[config.mk]
export PLATFORM = sky130hd
export DESIGN_NAME = apx_operand_prep
export DESIGN_NICKNAME = d
export VERILOG_FILES = /design/src/rtl/apx_operand_prep_pkg.sv /design/src/rtl/leading_one_detector.sv /design/src/rtl/apx_operand_prep.sv
export SDC_FILE = /design/constraint.sdc
export NUM_CORES = 1
export LEC_CHECK = 0
export CAP_MARGIN = 10
export CORE_ASPECT_RATIO = 1.4
export CORE_MARGIN = 3
export CORE_UTILIZATION = 51
export CTS_CLUSTER_DIAMETER = 200
export CTS_CLUSTER_SIZE = 10
export DETAILED_ROUTE_END_ITERATION = 8
export PLACE_DENSITY_LB_ADDON = 0.1
export SLEW_MARGIN = 0
export SYNTH_ARGS = -nofsm -noshare
export SYNTH_HDL_FRONTEND = slang
export SYNTH_SLANG_ARGS = --single-unit
[constraint.sdc]
create_clock -name clk -period 1.51 [get_ports clk]
set_input_delay 0.3775 -clock clk [delete_from_list [all_inputs] [get_ports clk]]
set_output_delay 0.3775 -clock clk [all_outputs]
set_load 0.05 [all_outputs]
[src/rtl/apx_operand_prep_pkg.sv]
// Shared sizing for the approximate multiplier datapath (operand prep, shifter, multiplier top).
package apx_operand_prep_pkg;

  localparam int unsigned ApxWidth     = 16;
  localparam int unsigned ApxRounWidth = 0;
  localparam int unsigned ApxLog2Width = 4;
  localparam int unsigned ApxYWidth    = ApxWidth + ApxRounWidth;

endpackage

[src/rtl/leading_one_detector.sv]
// Combinational priority encoder: K is the index of the most significant set bit of IN.
module leading_one_detector #(
  parameter int unsigned WIDTH      = 16,
  parameter int unsigned LOG2_WIDTH = 4
) (
  input  logic [WIDTH-1:0]      IN,
  output logic [LOG2_WIDTH-1:0] K,
  output logic                  found
);

  // Ascending scan: the last set bit seen wins, which is the most significant one.
  always_comb begin
    K     = '0;
    found = 1'b0;
    for (int i = 0; i < WIDTH; i++) begin
      if (IN[i]) begin
        K     = LOG2_WIDTH'(i);
        found = 1'b1;
      end
    end
  end

endmodule

[src/rtl/apx_operand_prep.sv]
// Two-stage operand front-end: S1 takes magnitudes and signs, S2 adds leading-one index,
// product sign and zero flag for the downstream shifter.
module apx_operand_prep
  import apx_operand_prep_pkg::*;
#(
  parameter int unsigned WIDTH      = ApxWidth,
  parameter int unsigned ROUN_WIDTH = ApxRounWidth,
  parameter int unsigned LOG2_WIDTH = ApxLog2Width
) (
  input  logic                        clk,
  input  logic                        rst_n,
  input  logic                        in_valid,
  output logic                        in_ready,
  input  logic [WIDTH-1:0]            in_x,
  input  logic [WIDTH+ROUN_WIDTH-1:0] in_y,
  output logic                        out_valid,
  input  logic                        out_ready,
  output logic [WIDTH-1:0]            out_x,
  output logic [WIDTH+ROUN_WIDTH-1:0] out_y,
  output logic [LOG2_WIDTH-1:0]       out_k,
  output logic                        out_sign,
  output logic                        out_zero
);

  localparam int unsigned YW = WIDTH + ROUN_WIDTH;

  logic          s1_valid_q, s1_valid_d;
  logic [WIDTH-1:0] s1_x_q;
  logic [YW-1:0] s1_y_q;
  logic          s1_sx_q, s1_sy_q;

  logic          s2_valid_q, s2_valid_d;
  logic [WIDTH-1:0] s2_x_q;
  logic [YW-1:0] s2_y_q;
  logic [LOG2_WIDTH-1:0] s2_k_q;
  logic          s2_sign_q, s2_zero_q;

  logic          s2_adv, s1_load, s2_load;
  logic [WIDTH-1:0] abs_x;
  logic [YW-1:0] abs_y;
  logic [LOG2_WIDTH-1:0] lod_k;
  logic          lod_found, s1_zero;

  assign s2_adv   = ~s2_valid_q | out_ready;
  assign in_ready = ~s1_valid_q | s2_adv;
  assign s1_load  = in_valid & in_ready;
  assign s2_load  = s2_adv & s1_valid_q;

  // Unsigned magnitude: the most negative input maps to 2^(W-1) without saturation.
  assign abs_x = in_x[WIDTH-1] ? -in_x : in_x;
  assign abs_y = in_y[YW-1] ? -in_y : in_y;

  leading_one_detector #(
    .WIDTH      (WIDTH),
    .LOG2_WIDTH (LOG2_WIDTH)
  ) u_lod (
    .IN    (s1_x_q),
    .K     (lod_k),
    .found (lod_found)
  );

  assign s1_zero = ~lod_found | (s1_y_q == '0);

  always_comb begin
    s1_valid_d = s1_valid_q;
    if (s1_load) begin
      s1_valid_d = 1'b1;
    end else if (s2_load) begin
      s1_valid_d = 1'b0;
    end
    s2_valid_d = s2_valid_q;
    if (s2_load) begin
      s2_valid_d = 1'b1;
    end else if (out_ready) begin
      s2_valid_d = 1'b0;
    end
  end

  always_ff @(posedge clk or negedge rst_n) begin
    if (!rst_n) begin
      s1_valid_q <= 1'b0;
      s1_x_q     <= '0;
      s1_y_q     <= '0;
      s1_sx_q    <= 1'b0;
      s1_sy_q    <= 1'b0;
      s2_valid_q <= 1'b0;
      s2_x_q     <= '0;
      s2_y_q     <= '0;
      s2_k_q     <= '0;
      s2_sign_q  <= 1'b0;
      s2_zero_q  <= 1'b0;
    end else begin
      s1_valid_q <= s1_valid_d;
      s2_valid_q <= s2_valid_d;
      if (s1_load) begin
        s1_x_q  <= abs_x;
        s1_y_q  <= abs_y;
        s1_sx_q <= in_x[WIDTH-1];
        s1_sy_q <= in_y[YW-1];
      end
      if (s2_load) begin
        s2_x_q    <= s1_x_q;
        s2_y_q    <= s1_y_q;
        s2_zero_q <= s1_zero;
        // A zero product carries no meaningful exponent or sign.
        s2_k_q    <= s1_zero ? '0 : lod_k;
        s2_sign_q <= ~s1_zero & (s1_sx_q ^ s1_sy_q);
      end
    end
  end

  assign out_valid = s2_valid_q;
  assign out_x     = s2_x_q;
  assign out_y     = s2_y_q;
  assign out_k     = s2_k_q;
  assign out_sign  = s2_sign_q;
  assign out_zero  = s2_zero_q;

endmodule

==> results.sh <==
export IMPL_routed_wl_mm=9.87
export IMPL_use_met1_pct=29.7
export IMPL_peakVddDrop_mv=0.938
export IMPL_drt_iter0_drc=269
export IMPL_hold_viol_final=0
export IMPL_seqCellArea_mm2=0.00185
export IMPL_synth_fa_ha_area_share_pct=0.722
export IMPL_grt_use_met3_pct=3.88
export IMPL_setup_violations=3
export IMPL_clockBufferDepth=2
export IMPL_start_util_pct=54.0
export IMPL_yosysSeqAreaShare_pct=53.4
export IMPL_nets=507
export IMPL_antenna_cells=0
export IMPL_grt_overflow_total=0
export IMPL_crit_fanout=4
export IMPL_dr_pass1_iters=4
export IMPL_reg2regPathDepth=4
export IMPL_core_mm2=0.00642
export IMPL_gp_congestion=0.881
export IMPL_antenna_found_initial=0
export IMPL_clockRootBuffer="clkbuf_8"
export IMPL_worstPathArrival_ns=1.79
export IMPL_cellLeakagePower_uw=0.00258
export IMPL_syn_to_final_growth_pct=63.7
export IMPL_fin_crit_sh_pct=102
export IMPL_p_per_area_mw_per_mm2=1340
export IMPL_status="finished, violations left"
export IMPL_final_max_slew_viol_count=0
export IMPL_synth_ff_type="dfrtp_1"
export IMPL_synth_compound_area_share_pct=12.2
export IMPL_synth_edf_count=0
export IMPL_synthCells=323
export IMPL_holdCritPathClass="input port to asynchronous set/reset pin"
export IMPL_die_h_um=104
export IMPL_post_place_cells=539
export IMPL_syn_area_mm2=0.00347
export IMPL_vias=3115
export IMPL_grt_pass1_vias=3421
export IMPL_cts_tree="done"
export IMPL_num_rows=34
export IMPL_drive_gt1_share_pct=43.1
export IMPL_fmax_mhz=647
export IMPL_wl_per_cell_um=17.5
export IMPL_synthSimpleGateAreaFrac_pct=13.7
export IMPL_synth_area_per_cell_um2=10.7
export IMPL_finalWorstSetupSlack_ns=-0.0346
export IMPL_track_usage_pct=27.0
export IMPL_dp_hpwl_mm=6.57
export IMPL_final_min_clock_period_ns=1.54
export IMPL_rsz0062_at_grt="yes"
export IMPL_fin_total_pwr_uw=7630
export IMPL_end_kind="flop"
export IMPL_multiInputGateArea_mm2=0.00176
export IMPL_crit_path_start_kind="input port"
export IMPL_max_cap_viol_count=0
export IMPL_cts_sinks=74
export IMPL_synth_top_family_by_area="simple AND/OR/NAND/NOR gates"
export IMPL_drt_vias_per_instance=5.53
export IMPL_syn_nets=361
export IMPL_violations="setup timing"
export IMPL_grt_max_degree=57
export IMPL_final_cell_count_no_fill=563
export IMPL_clkLatencyLatePin_ns=0.35
export IMPL_die_x_um=75.7
export IMPL_async_flop_share_pct=100
export IMPL_max_slew_worst_pin_slew_ns=0.452
export IMPL_pre_cts_ws_ns=-0.813
export IMPL_synth_mux_area_share_pct=11.0
export IMPL_path_clk_slew_ns=0.08
export IMPL_ios=76
export IMPL_synth_xor_area_share_pct=6.82
export IMPL_htreeDepth=3
export IMPL_yosys_warnings=0
export IMPL_top_usage_layer="met2"
export IMPL_ys_types=38
export IMPL_drc_errors=0
export IMPL_n_fill_cell=272
export IMPL_skew_ns=0.0142
export IMPL_met2_usage_pct=47.2
export IMPL_critical_path_class="input port to flop"
export IMPL_dieArea_mm2=0.00784
export IMPL_final_antenna_net_count=0
export IMPL_grt_pass1_wl_mm=16.0
export IMPL_cp_required_ns=1.75
export IMPL_relSlewSlack_pct=69.6
export IMPL_port_buffers=75
export IMPL_cts_buffers=9
export IMPL_ys_ff_latch=74
## metrics by stage
stage	instance area [um^2]	TNS (ns)	utilization [%]	hold WS, ns
after floorplan	3500	-10.03	-	0.0819
after global placement	5230	-21.64	81.4	0.231
after detailed placement	5230	-24.44	81.4	0.232
after CTS	5590	0	87.0	0.397
after global routing	5680	-0.254	88.4	0.435
final	5680	-0.0777	88.4	0.419
## metal layers
| layer | up-vias | part of all wire (%) |
|---|---|---|
| li1 | 1424 | - |
| met4 | 0 | 5.1 |
| met1 | 1503 | 35 |
| met3 | 54 | 5.3 |
| met2 | 134 | 55 |
| met5 | - | 0 |
## registers in the layout, summed over array words and instances (netlist names)
signal      cells
s1_x_q         16
s1_sy_q         1
s1_sx_q         1
out_sign        1
out_x          16
out_k           4
s1_y_q         16
out_valid       1
out_y          16
s1_valid_q      1
out_zero        1
## final timing paths
check	to	slack (ns)	start
worst min register to register	s1_sx_q	0.54	s1_sx_q
worst min-delay path	out_x[5]	0.42	rst_n
min in group clk	s1_y_q[15]	0.43	in_y[11]
worst max-delay path	s1_x_q[13]	-0.03	in_x[10]
max in group asynchronous	s1_y_q[4]	0.55	rst_n
worst max register to register	out_zero	0.02	s1_x_q[11]
## final cells by class
class	instances	share of cell area [%]
clock buffers	12	2.56
clock inverters	3	0.705
inverters	7	0.463
multi-input cells	229	31.1
flip-flops and latches	74	32.6
well taps	90	1.98
repair buffers	148	30.6
## cells in the final DEF (no fill, tap or decap), types with 3 or more instances in the layout
cell type and n:
dfrtp_1 73, buf_4 65, nand2_1 50, buf_12 45
o21ai_0 38, mux2_2 30, xor2_1 24, dlygate4sd2_1 12
clkbuf_8 10, nor2_1 9, clkdlybuf4s50_1 9, o21ai_1 7
o31ai_2 6, buf_2 5, buf_6 5, inv_2 4
nand2b_1 4, nor4_4 4, a21oi_1 4, o31ai_1 4
nand4_1 3, inv_1 3, nor3_1 3, nor2b_1 3
xnor2_1 3
## worst max-delay path, cell delays in order
cell	delay [ns]
buf_6	0.09
or3_4	0.40
or2_4	0.28
o41ai_4	0.34
xor2_1	0.19
o21ai_1	0.09
## report_power, final
group	internal, uW	switching [uW]	total [uW]
Sequential	2380	450	2830
Clock	796	700	1500
Combinational	1660	1640	3300
## cells in the mapped netlist (3+ instances only)
cell	number	area share, %
xnor2_1	3	0.76
xor2_1	24	6.1
nor2_1	11	1.2
mux2_2	32	10
inv_1	7	0.76
dfrtp_1	74	53
nand2b_1	4	0.72
o31ai_1	10	2.2
o21ai_0	45	6.5
clkbuf_1	11	1.2
nand2_1	52	5.6
nor2b_1	3	0.54
a21oi_1	4	0.58
nand4_1	3	0.54
nor3_1	4	0.58
nor4_1	6	1.1
## kinds of logic (layout without fill, tap and decap cells)
logic type               after synthesis  after routing
multiplexers                          34             34
AO/OA/AOI/OAI                         69             69
buffers and inverters                 20            170
adder cells (fa/ha/maj)                2              2
XOR/XNOR                              27             27
AND/OR/NAND/NOR                       97             97
flip-flops                            74             74
## repair_timing
| action | 4_1_cts | 5_1_grt |
|---|---|---|
| resized for setup | 87 | 18 |
| hold buffers | 1 | 0 |
| setup buffers | 7 | 2 |
| pin swaps | 23 | 17 |
| hold endpoints to repair | 6 | 0 |
| endpoints found under the setup margin | 26 | 20 |
Power figures use the tool's default switching activity.
